`src/rtl/psram_pkg.sv`:
```
// PSRAM arbiter shared definitions.
// FSM encoding, size codes, default widths, wrap helper.
package psram_pkg;

    typedef enum logic [1:0] {
        IDLE  = 2'd0,
        ISSUE = 2'd1,
        WAIT  = 2'd2,
        RESP  = 2'd3
    } state_t;

    localparam logic [2:0] SIZE_1B = 3'b000;
    localparam logic [2:0] SIZE_2B = 3'b001;
    localparam logic [2:0] SIZE_4B = 3'b010;

    localparam int DEF_ADDR_W = 24;
    localparam int DEF_DATA_W = 32;

    function automatic int unsigned wrap_inc(
        input int unsigned i,
        input int unsigned n
    );
        return (i + 1 >= n) ? 0 : i + 1;
    endfunction

endpackage

```
`src/rtl/psram_arbiter_rr_select.sv`:
```
// Round-robin requester picker.
// Searches upward from ptr, wrapping to 0.
module rr_select
    import psram_pkg::*;
#(
    parameter int NUM_REQ = 3,
    parameter int IDX_W   = 2
) (
    input  logic [NUM_REQ-1:0] req,
    input  logic [IDX_W-1:0]   ptr,
    output logic [NUM_REQ-1:0] grant,
    output logic [IDX_W-1:0]   idx
);

    logic        found;
    int unsigned cand;

    // first requesting slot at or above ptr wins
    always_comb begin
        grant = '0;
        idx   = '0;
        found = 1'b0;
        cand  = 32'(ptr);
        for (int i = 0; i < NUM_REQ; i++) begin
            if (!found && req[cand]) begin
                found       = 1'b1;
                grant[cand] = 1'b1;
                idx         = IDX_W'(cand);
            end
            cand = wrap_inc(cand, NUM_REQ);
        end
    end

endmodule

```
`src/rtl/psram_arbiter.sv`:
```
// Round-robin arbiter of NUM_REQ masters onto one PSRAM controller.
// Define PSRAM_ARB_TIMEOUT_EN to enable the WAIT-state watchdog.
module psram_arbiter
    import psram_pkg::*;
#(
    parameter int NUM_REQ     = 3,
    parameter int ADDR_W      = DEF_ADDR_W,
    parameter int DATA_W      = DEF_DATA_W,
    parameter int TIMEOUT_CYC = 1024
) (
    input  logic                      clk,
    input  logic                      rst,
    input  logic [NUM_REQ-1:0]        req,
    input  logic [NUM_REQ-1:0]        req_rd_wr,
    input  logic [NUM_REQ*ADDR_W-1:0] req_addr,
    input  logic [NUM_REQ*3-1:0]      req_size,
    input  logic [NUM_REQ*DATA_W-1:0] req_wdata,
    output logic [NUM_REQ-1:0]        gnt,
    output logic [NUM_REQ-1:0]        rsp_done,
    output logic [NUM_REQ-1:0]        rsp_err,
    output logic [DATA_W-1:0]         rsp_rdata,
    output logic                      mem_start,
    output logic                      mem_rd_wr,
    output logic [ADDR_W-1:0]         mem_addr,
    output logic [2:0]                mem_size,
    output logic [DATA_W-1:0]         mem_wdata,
    input  logic [DATA_W-1:0]         mem_rdata,
    input  logic                      mem_done,
    output logic                      busy
);

    localparam int IDX_W = (NUM_REQ > 1) ? $clog2(NUM_REQ) : 1;

    state_t             state;
    state_t             state_nx;
    logic [IDX_W-1:0]   ptr;
    logic [IDX_W-1:0]   cur;
    logic [IDX_W-1:0]   sel_idx;
    logic [NUM_REQ-1:0] sel_oh;
    logic [NUM_REQ-1:0] cur_oh;
    logic               take;
    logic               to_hit;

    rr_select #(
        .NUM_REQ (NUM_REQ),
        .IDX_W   (IDX_W)
    ) u_sel (
        .req   (req),
        .ptr   (ptr),
        .grant (sel_oh),
        .idx   (sel_idx)
    );

    assign take      = (state == IDLE) && (|req);
    assign cur_oh    = NUM_REQ'(1) << cur;
    assign gnt       = (take && !rst) ? sel_oh : '0;
    assign mem_start = (state == ISSUE) && !rst;
    assign busy      = (state != IDLE);

`ifdef PSRAM_ARB_TIMEOUT_EN
    localparam int CNT_W = (TIMEOUT_CYC > 2) ? $clog2(TIMEOUT_CYC) : 1;

    logic [CNT_W-1:0] wd_cnt;
    logic             err_q;

    assign to_hit = (state == WAIT) && !mem_done
                 && (wd_cnt == CNT_W'(TIMEOUT_CYC - 1));

    // watchdog count of WAIT cycles and sticky error flag for RESP
    always_ff @(posedge clk) begin
        if (rst) begin
            wd_cnt <= '0;
            err_q  <= 1'b0;
        end else begin
            if (state == ISSUE)
                wd_cnt <= '0;
            else if (state == WAIT)
                wd_cnt <= wd_cnt + 1'b1;
            if (state == ISSUE)
                err_q <= 1'b0;
            else if (to_hit)
                err_q <= 1'b1;
        end
    end

    assign rsp_done = (state == RESP && !err_q && !rst) ? cur_oh : '0;
    assign rsp_err  = (state == RESP &&  err_q && !rst) ? cur_oh : '0;
`else
    assign to_hit   = 1'b0;
    assign rsp_done = (state == RESP && !rst) ? cur_oh : '0;
    assign rsp_err  = '0;
`endif

    // next-state decode
    always_comb begin
        state_nx = state;
        unique case (state)
            IDLE:    if (take) state_nx = ISSUE;
            ISSUE:   state_nx = WAIT;
            WAIT:    if (mem_done || to_hit) state_nx = RESP;
            RESP:    state_nx = IDLE;
            default: state_nx = IDLE;
        endcase
    end

    // state, pointer, latched request fields and read-data capture
    always_ff @(posedge clk) begin
        if (rst) begin
            state     <= IDLE;
            ptr       <= '0;
            cur       <= '0;
            mem_rd_wr <= 1'b0;
            mem_addr  <= '0;
            mem_size  <= SIZE_4B;
            mem_wdata <= '0;
            rsp_rdata <= '0;
        end else begin
            state <= state_nx;
            if (take) begin
                cur       <= sel_idx;
                mem_rd_wr <= req_rd_wr[sel_idx];
                mem_addr  <= req_addr[sel_idx*ADDR_W +: ADDR_W];
                mem_size  <= req_size[sel_idx*3 +: 3];
                mem_wdata <= req_wdata[sel_idx*DATA_W +: DATA_W];
            end
            if (state == WAIT && mem_done && mem_rd_wr)
                rsp_rdata <= mem_rdata;
            if (state == RESP)
                ptr <= IDX_W'(wrap_inc(32'(cur), NUM_REQ));
        end
    end

endmodule

```
`config.mk`:
```
export PLATFORM = sky130hd
export DESIGN_NAME = psram_arbiter
export DESIGN_NICKNAME = d
export VERILOG_FILES = /design/src/rtl/psram_pkg.sv /design/src/rtl/psram_arbiter_rr_select.sv /design/src/rtl/psram_arbiter.sv
export SDC_FILE = /design/constraint.sdc
export NUM_CORES = 1
export LEC_CHECK = 0
export ABC_CLOCK_PERIOD_IN_PS = 2500
export BUFFER_PORTS_ARGS = -buffer_cell sky130_fd_sc_hd__buf_2
export CORE_AREA = 8 8 118 120
export CTS_CLUSTER_DIAMETER = 80
export DETAILED_ROUTE_END_ITERATION = 12
export DIE_AREA = 0 0 126 128
export PLACE_DENSITY = 0.82
export SETUP_SLACK_MARGIN = 0.2
export SYNTH_ARGS = -nofsm -noshare
export SYNTH_HDL_FRONTEND = slang
export SYNTH_SLANG_ARGS = --single-unit
```
`constraint.sdc`:
```
create_clock -name clk -period 2.5 [get_ports clk]
set_input_delay 0.5 -clock clk [delete_from_list [all_inputs] [get_ports clk]]
set_output_delay 0.5 -clock clk [all_outputs]
set_load 0.01 [all_outputs]
```
Word level (Yosys, flattened, before mapping)
Index checks and enable logic that the tools add are counted.

storage, ports and cells
  bits in registers = 98
  output and inout port bits = 103
  input bits = 218
  word-level logic and storage cells = 82

operators by class
  equal/unequal tests = 5
  bitwise gates (word level) = 2
  reduce and logical (&&, ||, !) cells = 18
  $mul = 2
  mux-type cells = 30
  shift operators = 4
  magnitude comparators = 10
  add/subtract/negate cells = 3

operators with widths
  cell                                                                                   number
  96-bit by 8-bit variable part select with 32-bit output                                1
  72-bit by 8-bit variable part select with 24-bit output                                1
  32-bit by 1-bit greater-or-equal comparator with 1-bit output (second input constant)  2
  32-bit by 2-bit greater-or-equal comparator with 1-bit output (second input constant)  2
  32-bit by 3-bit less-than comparator with 1-bit output (second input constant)         2
  32-bit two-way mux                                                                     2
  32-bit by 1-bit adder with 32-bit output (second input constant)                       1
  3-bit two-way mux                                                                      5
  2-bit two-way mux                                                                      6
  1-bit logical AND                                                                      11
  1-bit two-way mux                                                                      9
  9-bit by 5-bit variable part select with 3-bit output                                  1
  1-bit binary-select mux with 2-bit select                                              4
  2-bit by 2-bit multiplier with 4-bit output (second input constant)                    2
  2-bit case mux with 4 select lines                                                     1
  2-bit by 1-bit adder with 3-bit output (second input constant)                         2
  1-bit demux with 2-bit select                                                          3
  2-bit by 3-bit less-than comparator with 1-bit output (second input constant)          2
  3-bit OR                                                                               2
  2-bit == test (second input constant)                                                  2
  2-bit inequality test (second input constant)                                          2
  3-bit by 2-bit greater-or-equal comparator with 1-bit output (second input constant)   1
  1-bit zero test                                                                        3
  3-bit OR reduction                                                                     1
  6 further kinds                                                                        6

Depth between registers and ports, before layout
Gate-level depths: netlist of the first run.

  word-level depth = 13
  depth in mapped cells = 8
  depth with buffers taken out = 6

By module
Synthesis of the first run repeated with hierarchy kept, for this count alone.

second synthesis, totals
  cell total of the unflattened synthesis = 595
  area total of the unflattened synthesis = 5051.1 um^2

modules (own cells, without submodules)
  module         seq. area each (um^2)  cells an instance  times used  area an instance (um^2)
  psram_arbiter  1961.9                 584                1           4979.8
  rr_select      0.0                    11                 1           71.3

Least setup slack after synthesis of the first run
Ideal clock, no wire load.

  kind = input to output
  start point = input port req[0]
  end point = output port gnt[2]
  data required time = 2.000 ns
  stages = 5
  setup slack = 0.532 ns
  data arrival time = 1.468 ns
  cells stage by stage = nor2b_2 -> o31ai_4 -> nand2_1 -> clkbuf_1 -> nor3_1

on the way
  cells in the longest elaborated chain, start to end = 10

ends and longest elaborated chain
  what                                       RTL line                       text
  from (decl)                                psram_arbiter.sv:13            input logic [NUM_REQ-1:0] req,
  1-bit binary-select mux with 2-bit select  psram_arbiter_rr_select.sv:25  if (!found && req[cand]) begin
  1-bit two-way mux (not written as such)    psram_arbiter_rr_select.sv:25
  1-bit two-way mux                          psram_arbiter_rr_select.sv:25
  1-bit zero test                            psram_arbiter_rr_select.sv:25
  1-bit logical AND                          psram_arbiter_rr_select.sv:25
  1-bit two-way mux                          psram_arbiter_rr_select.sv:25
  1-bit zero test                            psram_arbiter_rr_select.sv:25
  1-bit logical AND                          psram_arbiter_rr_select.sv:25
  3-bit two-way mux                          psram_arbiter_rr_select.sv:25
  3-bit two-way mux (*)                      psram_arbiter.sv:56            assign gnt = (take && !rst) ? sel_oh : '0;
  to (decl)                                  psram_arbiter.sv:18            output logic [NUM_REQ-1:0] gnt,

Mark *: on every way between the ends. The rest lies on a longest branch, timed or not. The select of a mux whose other input is x is not followed.

Worst setup path in the final report of the first run
  start point = register state[0]
  end point = output port gnt[1]

on the way
  cells in the longest elaborated chain, start to end = 4

ends and longest elaborated chain
  what                    RTL line              text
  from (decl)             psram_arbiter.sv:34   state_t state;
  from (signal assigned)  psram_arbiter.sv:118  state <= state_nx;
  2-bit zero test         psram_arbiter.sv:54   assign take = (state == IDLE) && (|req);
  1-bit logical AND       psram_arbiter.sv:54
  1-bit logical AND       psram_arbiter.sv:56
  3-bit two-way mux       psram_arbiter.sv:56

Every way passes these cells.

==> results of run 1 <==
state kept, by name, summed over array words and instances (netlist names):
name	count
mem_rd_wr	1
rsp_rdata	32
ptr	2
mem_addr	24
cur	2
mem_size	3
mem_wdata	32
state	2
worst register-to-register path: cells and delay by family (launching register included):
family	cells	cell delay [ns]
flops	1	0.39
buf+inv	3	0.74
compound gates	3	0.40
fa+ha+maj	1	0.23
power by group:
group	switching [mW]	internal (mW)
clock network	0.584	0.866
registers	0.187	1.89
logic	1.22	0.851
placed cells by master (no fill, tap or decap), types with 3 or more instances in the layout:
cell type  count
nand3b_1      58
conb_1         3
nand2_1       68
mux2i_1       61
nor2_1         8
buf_2        316
clkinv_2       3
buf_12         3
buf_4         17
nor3_1         5
nor2_2         3
a21oi_1       36
o22ai_1       30
inv_1          5
dfxtp_1       98
a32oi_1       30
o221ai_1      29
clkbuf_16      9
ha_1           4
layout make-up:
class                   instances  area [sq um]
flip-flops and latches         98          1960
inverters                       5          18.8
clock inverters                 6          82.6
repair buffers                336          1770
well taps                     150           188
multi-input cells             358          2530
clock buffers                   9           225
fillers                      1132          5430
worst min-delay path by stage:
stage | start | endpoint | slack [ns] | depth (start not counted)
2_1_floorplan | rsp_rdata[0]$_SDFFE_PP0P_ | rsp_rdata[0]$_SDFFE_PP0P_ | 0.48 | 2
3_3_place_gp | rsp_rdata[8]$_SDFFE_PP0P_ | rsp_rdata[8]$_SDFFE_PP0P_ | 0.44 | 2
3_5_place_dp | rsp_rdata[11]$_SDFFE_PP0P_ | rsp_rdata[11]$_SDFFE_PP0P_ | 0.44 | 2
4_1_cts | mem_rdata[25] | rsp_rdata[25]$_SDFFE_PP0P_ | 0.37 | 3
5_1_grt | mem_rdata[16] | rsp_rdata[16]$_SDFFE_PP0P_ | 0.38 | 3
6_report | mem_rdata[11] | rsp_rdata[11]$_SDFFE_PP0P_ | 0.39 | 3
cell families after synthesis:
| logic type | Yosys count |
|---|---|
| AND/OR/NAND/NOR | 153 |
| AO/OA/AOI/OAI | 136 |
| flip-flops | 98 |
| buffers and inverters | 63 |
| multiplexers | 61 |
| adder cells (fa/ha/maj) | 5 |
| other | 1 |
metal layers:
| metal | wire length (microns) | part of all wire |
|---|---|---|
| met5 | 0 | 0 |
| met4 | 295 | 0.017 |
| met3 | 1670 | 0.095 |
| met2 | 8520 | 0.48 |
| met1 | 7120 | 0.40 |
per-stage QoR:
| step | instance area [sq um] | util |
|---|---|---|
| detailed placement | 6470 | 0.530 |
| finish | 6780 | 0.555 |
| CTS | 6780 | 0.555 |
| global placement | 6470 | 0.530 |
| global route | 6780 | 0.555 |
| floorplan | 4800 | - |
repair_timing:
action	in CTS	in global routing
hold buffers	0	0
endpoints found under the setup margin	0	3
resized for setup	0	2
==> results_dict.tcl, run 1 <==
set metrics [dict create \
    routabilityCongestion 0.844 \
    met3_usage 0.0815 \
    crit_arrival_ns 1.67 \
    synth.area.top_cells "dfxtp_1, mux2i_1, nand3b_1" \
    endpoint_kind "output pin" \
    post-cts-setup-buffers 0 \
    diodes 0 \
    synthDistinctLibCells 34 \
    max-vdd-ir-drop_uv 378 \
    startpoint_type "register" \
    use_met1 0.235 \
    ys_async_sr_fraction 0 \
    met2_usage 0.352 \
    yosys.area_share.simple 0.175 \
    yosys-top-cells-count "dfxtp_1, nand2_1, mux2i_1" \
    path_clk_slew_ns 0.07 \
    max_stage_delay_ns 0.35 \
    cts_tree "built" \
    via_per_inst 5.40 \
    crit_start "state[0]$_SDFFE_PP0P_" \
    synth_top_family_by_area "compound AO/OA/AOI/OAI gates" \
    clk-insertion-delay-late_ns 0.34 \
    power_density_mw_per_mm2 826 \
    synth-main-ff-cell "dfxtp_1" \
    syn2layout_area_growth_pct 41.4 \
    cp-endpoint "gnt[1]" \
    critPathBufInv 3 \
    die_w_microns 126 \
    finalSetupViolations 0 \
    synth_top_area_cell "dfxtp_1" \
    post_synth_mux_area_share 0.127 \
    total_power_mw 5.60 \
    drtPass1Iterations 4 \
    busiest_layer "met2" \
    via_count 5192 \
    period_share 0.869 \
    cts_sinks 98 \
    cp_data_required_time_ns 2.00 \
    dpl.cell_count 947 \
    skew_ns 0.00383 \
    die_area_sq_mm 0.0161 \
    std_cell_rows 41 \
    grtUsageTotal 0.208 \
    syn_area_sq_mm 0.00479 \
    reg2reg_depth 7 \
    synth-seq-cells 98 \
    totalWireLength_microns 17600 \
    synth_top_area_frac 0.409 \
    cts_buffer_depth 2 \
    avgSynthCellArea_sq_um 9.27 \
    cts-root-buf "clkbuf_16" \
    hold_class "primary input to register" \
    layout.nets 1031 \
    hold_violations 0 \
    cp_cell_sequence "inv_1 -> ha_2 -> o31ai_4 -> buf_4 -> nor3_1 -> buf_2" \
    yosys.area_share.adder 0.0130 \
    fmax_mhz 460 \
    drive_gt1_frac 0.442 \
    post_drt_wl_per_cell_microns 18.3 \
    rr_startpoint "state[0]$_SDFFE_PP0P_" \
    cp_top_family "buffers and inverters" \
    fin_tns_setup_ns 0 \
    ff2ff_setup_slack_ns 0.66 \
    dp_hpwl_microns 13300 \
    slew_viol_final 0 \
    synth.most_common_cell "dfxtp_1" \
    holdWs_ns 0.393 \
    synth_warnings 0 \
    rsz0062_at_grt "no" \
    cp_max_fo 10 \
    antenna_found_initial 0 \
    slowest_stage "dfxtp_1" \
    io_pins 321 \
    grt_max_degree 60 \
    status "completed" \
    synth_compound_area_frac 0.206 \
    ant_nets 0 \
    coreArea_sq_mm 0.0122 \
    h-tree-depth 3 \
    gr-total-overflow 0 \
    relSlewSlack 0.644 \
    synth_xor_area_frac 0 \
    die_h_microns 128 \
    initial_core_util 0.393 \
    grt_pass1_wl_microns 27300 \
    drv_cap 0 \
    path_class "register to output pin" \
    cts_buffers 9 \
    worstMarginPinSlew_ns 0.527 \
    path_depth 6 \
    synth_edf_count 0 \
    drtIter0Drc 305 \
    cellLeakagePower_nw 3.36 \
    grt_pass1_vias 5266 \
    place_ws_ns 0.345 \
    syn_inst 517 \
    drcViolationCount 0 \
    io_buffers 317 \
    stdcell_count 962 \
    min_period_ns 2.17 \
    ys_seq_area_frac 0.409 \
    layout_setup_ws_ns 0.327 \
    timing.rr.end "mem_size[0]$_SDFFE_PP0P_" \
]
(Power assumes the default switching activity.)
==> run 2, diff against run 1 <==
--- a/config.mk
+++ b/config.mk
@@ -12,4 +12,5 @@
 export DETAILED_ROUTE_END_ITERATION = 12
 export DIE_AREA = 0 0 126 128
+export MAX_ROUTING_LAYER = met4
 export PLACE_DENSITY = 0.82
 export SETUP_SLACK_MARGIN = 0.2
==> constraint.sdc (replaced) <==
create_clock -name clk -period 2.5 [get_ports clk]
set_input_delay 0.5 -clock clk [delete_from_list [all_inputs] [get_ports clk]]
set_output_delay 0.5 -clock clk [all_outputs]
set_load 0.1 [all_outputs]
==> run 2 against run 1 <==
Against the previous run:
- cell count grew 0.10%
- combinational power grew 110%
- count of clock-buffer cells in the layout is the same
- clock power grew 4%
- die area is the same
- flip-flop and latch count is the same
- maximum frequency shrank 0.80%
- worst hold slack lost 0.0043 ns
- sequential power is essentially flat
- utilization grew 1.4 points
==> results_dict.tcl, run 2 (synthesis gave the netlist of run 1 again) <==
set metrics [dict create \
    drive_gt1_frac 0.452 \
    grtUsageTotal 0.212 \
    hold_violations 0 \
    cp_data_required_time_ns 2.00 \
    cts_tree "built" \
    finalSetupViolations 0 \
    ff2ff_setup_slack_ns 0.53 \
    totalWireLength_microns 17400 \
    reg2reg_depth 7 \
    via_per_inst 5.35 \
    path_clk_slew_ns 0.07 \
    cts_sinks 98 \
    io_buffers 317 \
    largestRegisters "mem_wdata (32), rsp_rdata (32), mem_addr (24)" \
    rr_startpoint "state[0]$_SDFFE_PP0P_" \
    ant_nets 0 \
    min_period_ns 2.19 \
    post_drt_wl_per_cell_microns 18.1 \
    coreArea_sq_mm 0.0122 \
    cts_buffers 9 \
    worstMarginPinSlew_ns 0.537 \
    rsz0062_at_grt "no" \
    cp_cell_sequence "inv_1 -> ha_4 -> o31ai_4 -> buf_4 -> nor3_4 -> buf_12" \
    slew_viol_final 0 \
    h-tree-depth 3 \
    cts-root-buf "clkbuf_16" \
    most-common-layout-cells "buf_2, dfxtp_1, nand2_1, mux2i_1, nand3b_1" \
    fillCellCount 1127 \
    gr-total-overflow 0 \
    max_stage_delay_ns 0.35 \
    clk-insertion-delay-late_ns 0.35 \
    slowest_stage "dfxtp_1" \
    fin_tns_setup_ns 0 \
    die_w_microns 126 \
    startpoint_type "register" \
    via_count 5152 \
    io_pins 321 \
    routabilityCongestion 0.788 \
    grt_pass1_vias 5267 \
    grt_max_degree 52 \
    initial_core_util 0.393 \
    grt_pass1_wl_microns 26900 \
    period_share 0.876 \
    total_power_mw 7.93 \
    fmax_mhz 457 \
    drtIter0Drc 237 \
    crit_start "state[0]$_SDFFE_PP0P_" \
    syn2layout_area_growth_pct 44.9 \
    layout.nets 1030 \
    relSlewSlack 0.642 \
    crit_arrival_ns 1.69 \
    drv_cap 0 \
    dp_hpwl_microns 13100 \
    die_h_microns 128 \
    cp_max_fo 15 \
    drtPass1Iterations 5 \
    cts_buffer_depth 2 \
    cp-endpoint "gnt[1]" \
    path_class "register to output pin" \
    antenna_found_initial 0 \
    status "completed" \
    endpoint_kind "output pin" \
    drcViolationCount 0 \
    final_common_cell "buf_2" \
    skew_ns 0.0103 \
    max-vdd-ir-drop_uv 688 \
    holdWs_ns 0.388 \
    power_density_mw_per_mm2 1140 \
    hold_class "primary input to register" \
    std_cell_rows 41 \
    hold_start "mem_rdata[15]" \
    die_area_sq_mm 0.0161 \
    timing.rr.end "cur[1]$_SDFFE_PP0P_" \
    cellLeakagePower_nw 3.38 \
]
[run 2: through the flow]
step / util / cells / setup WS, ns / cell area, sq um
finish: 0.569 / 963 / 0.310 / 6950
global route: 0.569 / 962 / 0.222 / 6940
CTS: 0.567 / 962 / 0.196 / 6930
detailed placement: 0.540 / 945 / 0.321 / 6590
global placement: 0.540 / 945 / 0.350 / 6590
floorplan: - / 519 / -0.0145 / 4900
[run 2: report_power, final]
group	leakage, nW	internal (mW)	total [mW]	switching, mW
clock network	0.154	0.886	1.51	0.625
registers	0.803	1.89	2.08	0.182
logic	2.42	0.881	4.35	3.47
total	3.38	3.66	7.93	4.27
[run 2: cell type report]
type                    instances  area, sq um  area share
diodes                          1         2.50    0.000360
clock buffers                   9          225      0.0324
clock inverters                 7          100      0.0144
inverters                       5         18.8     0.00270
multi-input cells             358         2620       0.377
flip-flops and latches         98         1960       0.283
well taps                     150          188      0.0270
repair buffers                335         1830       0.264
[run 2: repair_timing]
action,CTS,global route
pin swaps,1,0
setup endpoints to repair,2,3
hold buffers,0,0
resized for setup,2,4
setup buffers,1,0
hold endpoints to repair,0,0
[run 2: critical path, delay by kind of cell, from the launching register on]
family                     cells  cell delay, ns
buffers and inverters          3            0.57
DFF                            1            0.35
adders and majority gates      1            0.18
and+or+nand+nor                1            0.17
AOI/OAI and AO/OA              1            0.07
[run 2: worst min-delay path by stage]
| stage | slack [ns] | cells past startpoint | end |
|---|---|---|---|
| 2_1_floorplan | 0.51 | 2 | state[0]$_SDFFE_PP0P_ |
| 3_3_place_gp | 0.44 | 2 | rsp_rdata[3]$_SDFFE_PP0P_ |
| 3_5_place_dp | 0.44 | 2 | rsp_rdata[5]$_SDFFE_PP0P_ |
| 4_1_cts | 0.37 | 3 | rsp_rdata[28]$_SDFFE_PP0P_ |
| 5_1_grt | 0.38 | 3 | rsp_rdata[10]$_SDFFE_PP0P_ |
| 6_report | 0.39 | 3 | rsp_rdata[15]$_SDFFE_PP0P_ |
[run 2: routing by layer]
layer,up-vias,share of wire,GRT usage
met5,-,0,-
met4,0,0.016,0.0743
met3,21,0.069,0.0566
met2,220,0.51,0.365
met1,2400,0.40,0.234
li1,2511,-,-
==> run 3, diff against run 2 <==
Settings changed: CELL_PAD_IN_SITES_DETAIL_PLACEMENT set to 2, CELL_PAD_IN_SITES_GLOBAL_PLACEMENT set to 2, CORE_AREA 8 8 118 120 to not set, CORE_ASPECT_RATIO set to 0.75, CORE_MARGIN set to 8, CORE_UTILIZATION set to 24, DIE_AREA 0 0 126 128 to not set, PLACE_DENSITY 0.82 to 0.84.
==> run 3 against run 2 <==
Against the previous run:
- register-to-register slack better by 0.14 ns
- count of clock-buffer cells in the layout up 2
- via count up 4.2%
- worst hold slack worse by 0.0032 ns
- sequential power about the same
- routed wire length up 31%
- combinational power up 7.1%
- final area up 3.2%
- critical path type unchanged
- largest cell class unchanged
==> results_dict.tcl, run 3 (synthesis gave the netlist of run 1 again) <==
set metrics [dict create \
    grt_max_degree 52 \
    combPwrFrac 0.561 \
    die_area_sq_mm 0.0248 \
    ant_nets 0 \
    grtUsageTotal 0.176 \
    status "completed" \
    io_buffers 317 \
    hold_path_end "rsp_rdata[13]$_SDFFE_PP0P_" \
    cts_buffer_depth 2 \
    die_h_microns 138 \
    hold_class "primary input to register" \
    power_frac_clock 0.186 \
    via_per_inst 5.01 \
    slew_viol_final 0 \
    most-common-layout-cells "buf_2, dfxtp_1, nand2_1, mux2i_1, nand3b_1" \
    layout.nets 1034 \
    timing.rr.end "mem_addr[5]$_SDFFE_PP0P_" \
    period_share 0.876 \
    finalSetupViolations 0 \
    ff2ff_setup_slack_ns 0.67 \
    h-tree-depth 3 \
    path_class "register to output pin" \
    hold_start "mem_rdata[13]" \
    holdWs_ns 0.385 \
    drv_cap 0 \
    endpoint_kind "output pin" \
    std_cell_rows 44 \
    design_area_sq_mm 0.00717 \
    io_pins 321 \
    startpoint_type "register" \
    min_period_ns 2.19 \
    syn2layout_area_growth_pct 49.6 \
    place_area_sq_mm 0.00675 \
    hold_violations 0 \
    grt_pass1_wl_microns 33100 \
    cp_max_fo 13 \
    p_int_mw 3.83 \
    crit_arrival_ns 1.69 \
    largestRegisters "mem_wdata (32), rsp_rdata (32), mem_addr (24)" \
    fmax_mhz 456 \
    max-vdd-ir-drop_uv 344 \
    worstMarginPinSlew_ns 0.585 \
    cellLeakagePower_nw 3.43 \
    gr-total-overflow 0 \
    final_common_cell "buf_2" \
    drcViolationCount 0 \
    clk-insertion-delay-late_ns 0.35 \
    drtIter0Drc 206 \
    holdPathStages 3 \
    fin_tns_setup_ns 0 \
    skew_ns 0.0109 \
    die_w_microns 179 \
    power_density_mw_per_mm2 1160 \
    grt_pass1_vias 5837 \
    path_clk_slew_ns 0.07 \
    cts-root-buf "clkbuf_16" \
    via_count 5370 \
    dp_hpwl_microns 17600 \
    antenna_found_initial 3 \
    seqPwrFrac 0.253 \
    initial_core_util 0.246 \
    power_switching_mw 4.47 \
    routabilityCongestion 0.777 \
    totalWireLength_microns 22800 \
    rsz0062_at_grt "no" \
    drive_gt1_frac 0.457 \
    switching_share 0.539 \
    post_drt_wl_per_cell_microns 21.3 \
    cts_sinks 98 \
    drtPass1Iterations 6 \
    reg2reg_depth 6 \
    rr_startpoint "ptr[1]$_SDFFE_PP0N_" \
    coreArea_sq_mm 0.0195 \
    total_power_mw 8.30 \
    cts_buffers 9 \
    cp_data_required_time_ns 2.00 \
    relSlewSlack 0.604 \
    cts_tree "built" \
]
run 3: changes by cell type in the layout (fill, tap and decap cells not counted), moves of 2 or more:
| cell | change |
|---|---|
| buf_12 | +2 |
| clkbuf_16 | +2 |
| clkinv_4 | +2 |
| clkinvlp_4 | -2 |
| diode_2 | +2 |
| inv_1 | -2 |
| inv_2 | +2 |
run 3: worst max-delay path, stage by stage, from the launching register on:
cell     delay [ns]
dfxtp_1        0.35
inv_2          0.11
ha_4           0.18
o31ai_4        0.12
buf_12         0.18
nor3_4         0.19
buf_12         0.20
run 3: through the flow:
| step | setup WS [ns] | std cells | util |
|---|---|---|---|
| 3_5_place_dp | 0.296 | 1049 | 0.346 |
| 5_1_grt | 0.203 | 1072 | 0.368 |
| 2_1_floorplan | -0.0145 | 519 | - |
| 3_3_place_gp | 0.323 | 1049 | 0.346 |
| 4_1_cts | 0.206 | 1065 | 0.364 |
| 6_report | 0.309 | 1072 | 0.368 |
run 3: power groups by stage:
stage | Sequential [mW] | Clock (mW) | Combinational (mW)
6_report | 2.10 | 1.54 | 4.66
5_1_grt | 2.13 | 1.68 | 4.86
4_1_cts | 2.09 | 1.61 | 4.54
3_5_place_dp | 2.13 | 0 | 4.50
3_3_place_gp | 2.10 | 0 | 4.44
2_1_floorplan | 4.30 | 0 | 1.28
run 3: per-layer routing:
| layer | share of wire | wire length [microns] | vias up | global-route usage |
|---|---|---|---|---|
| li1 | - | - | 2527 | - |
| met1 | 0.40 | 9070 | 2590 | 0.193 |
| met2 | 0.48 | 10900 | 225 | 0.290 |
| met3 | 0.11 | 2420 | 28 | 0.0721 |
| met4 | 0.018 | 403 | 0 | 0.0464 |
| met5 | 0 | 0 | - | - |
run 3: how the worst max path moves through the flow:
stage               slack (ns)             startpoint  cells past startpoint                        to
finish                    0.31  state[1]$_SDFFE_PP0P_                      6                    gnt[2]
global route              0.20  state[1]$_SDFFE_PP0P_                      6                    gnt[2]
CTS                       0.21    ptr[1]$_SDFFE_PP0N_                      5                    gnt[1]
detailed placement        0.30                 req[0]                      6  mem_size[2]$_SDFFE_PP0P_
global placement          0.32                 req[0]                      6                    gnt[2]
floorplan                -0.01                 req[0]                      5                    gnt[2]
run 3: repair_timing:
action / 4_1_cts / 5_1_grt
setup endpoints to repair: 3 / 3
cloned: 0 / 2
hold buffers: 0 / 0
buffers inserted: 0 / 2
pin swaps: 0 / 1
gates resized for setup: 3 / 4
run 3: layout make-up:
class	count	area [sq um]
diodes	3	7.51
clock buffers	11	243
clock inverters	5	86.3
fillers	2250	12300
inverters	5	18.8
multi-input cells	358	2620
flip-flops and latches	98	1960
well taps	253	317
repair buffers	339	1920
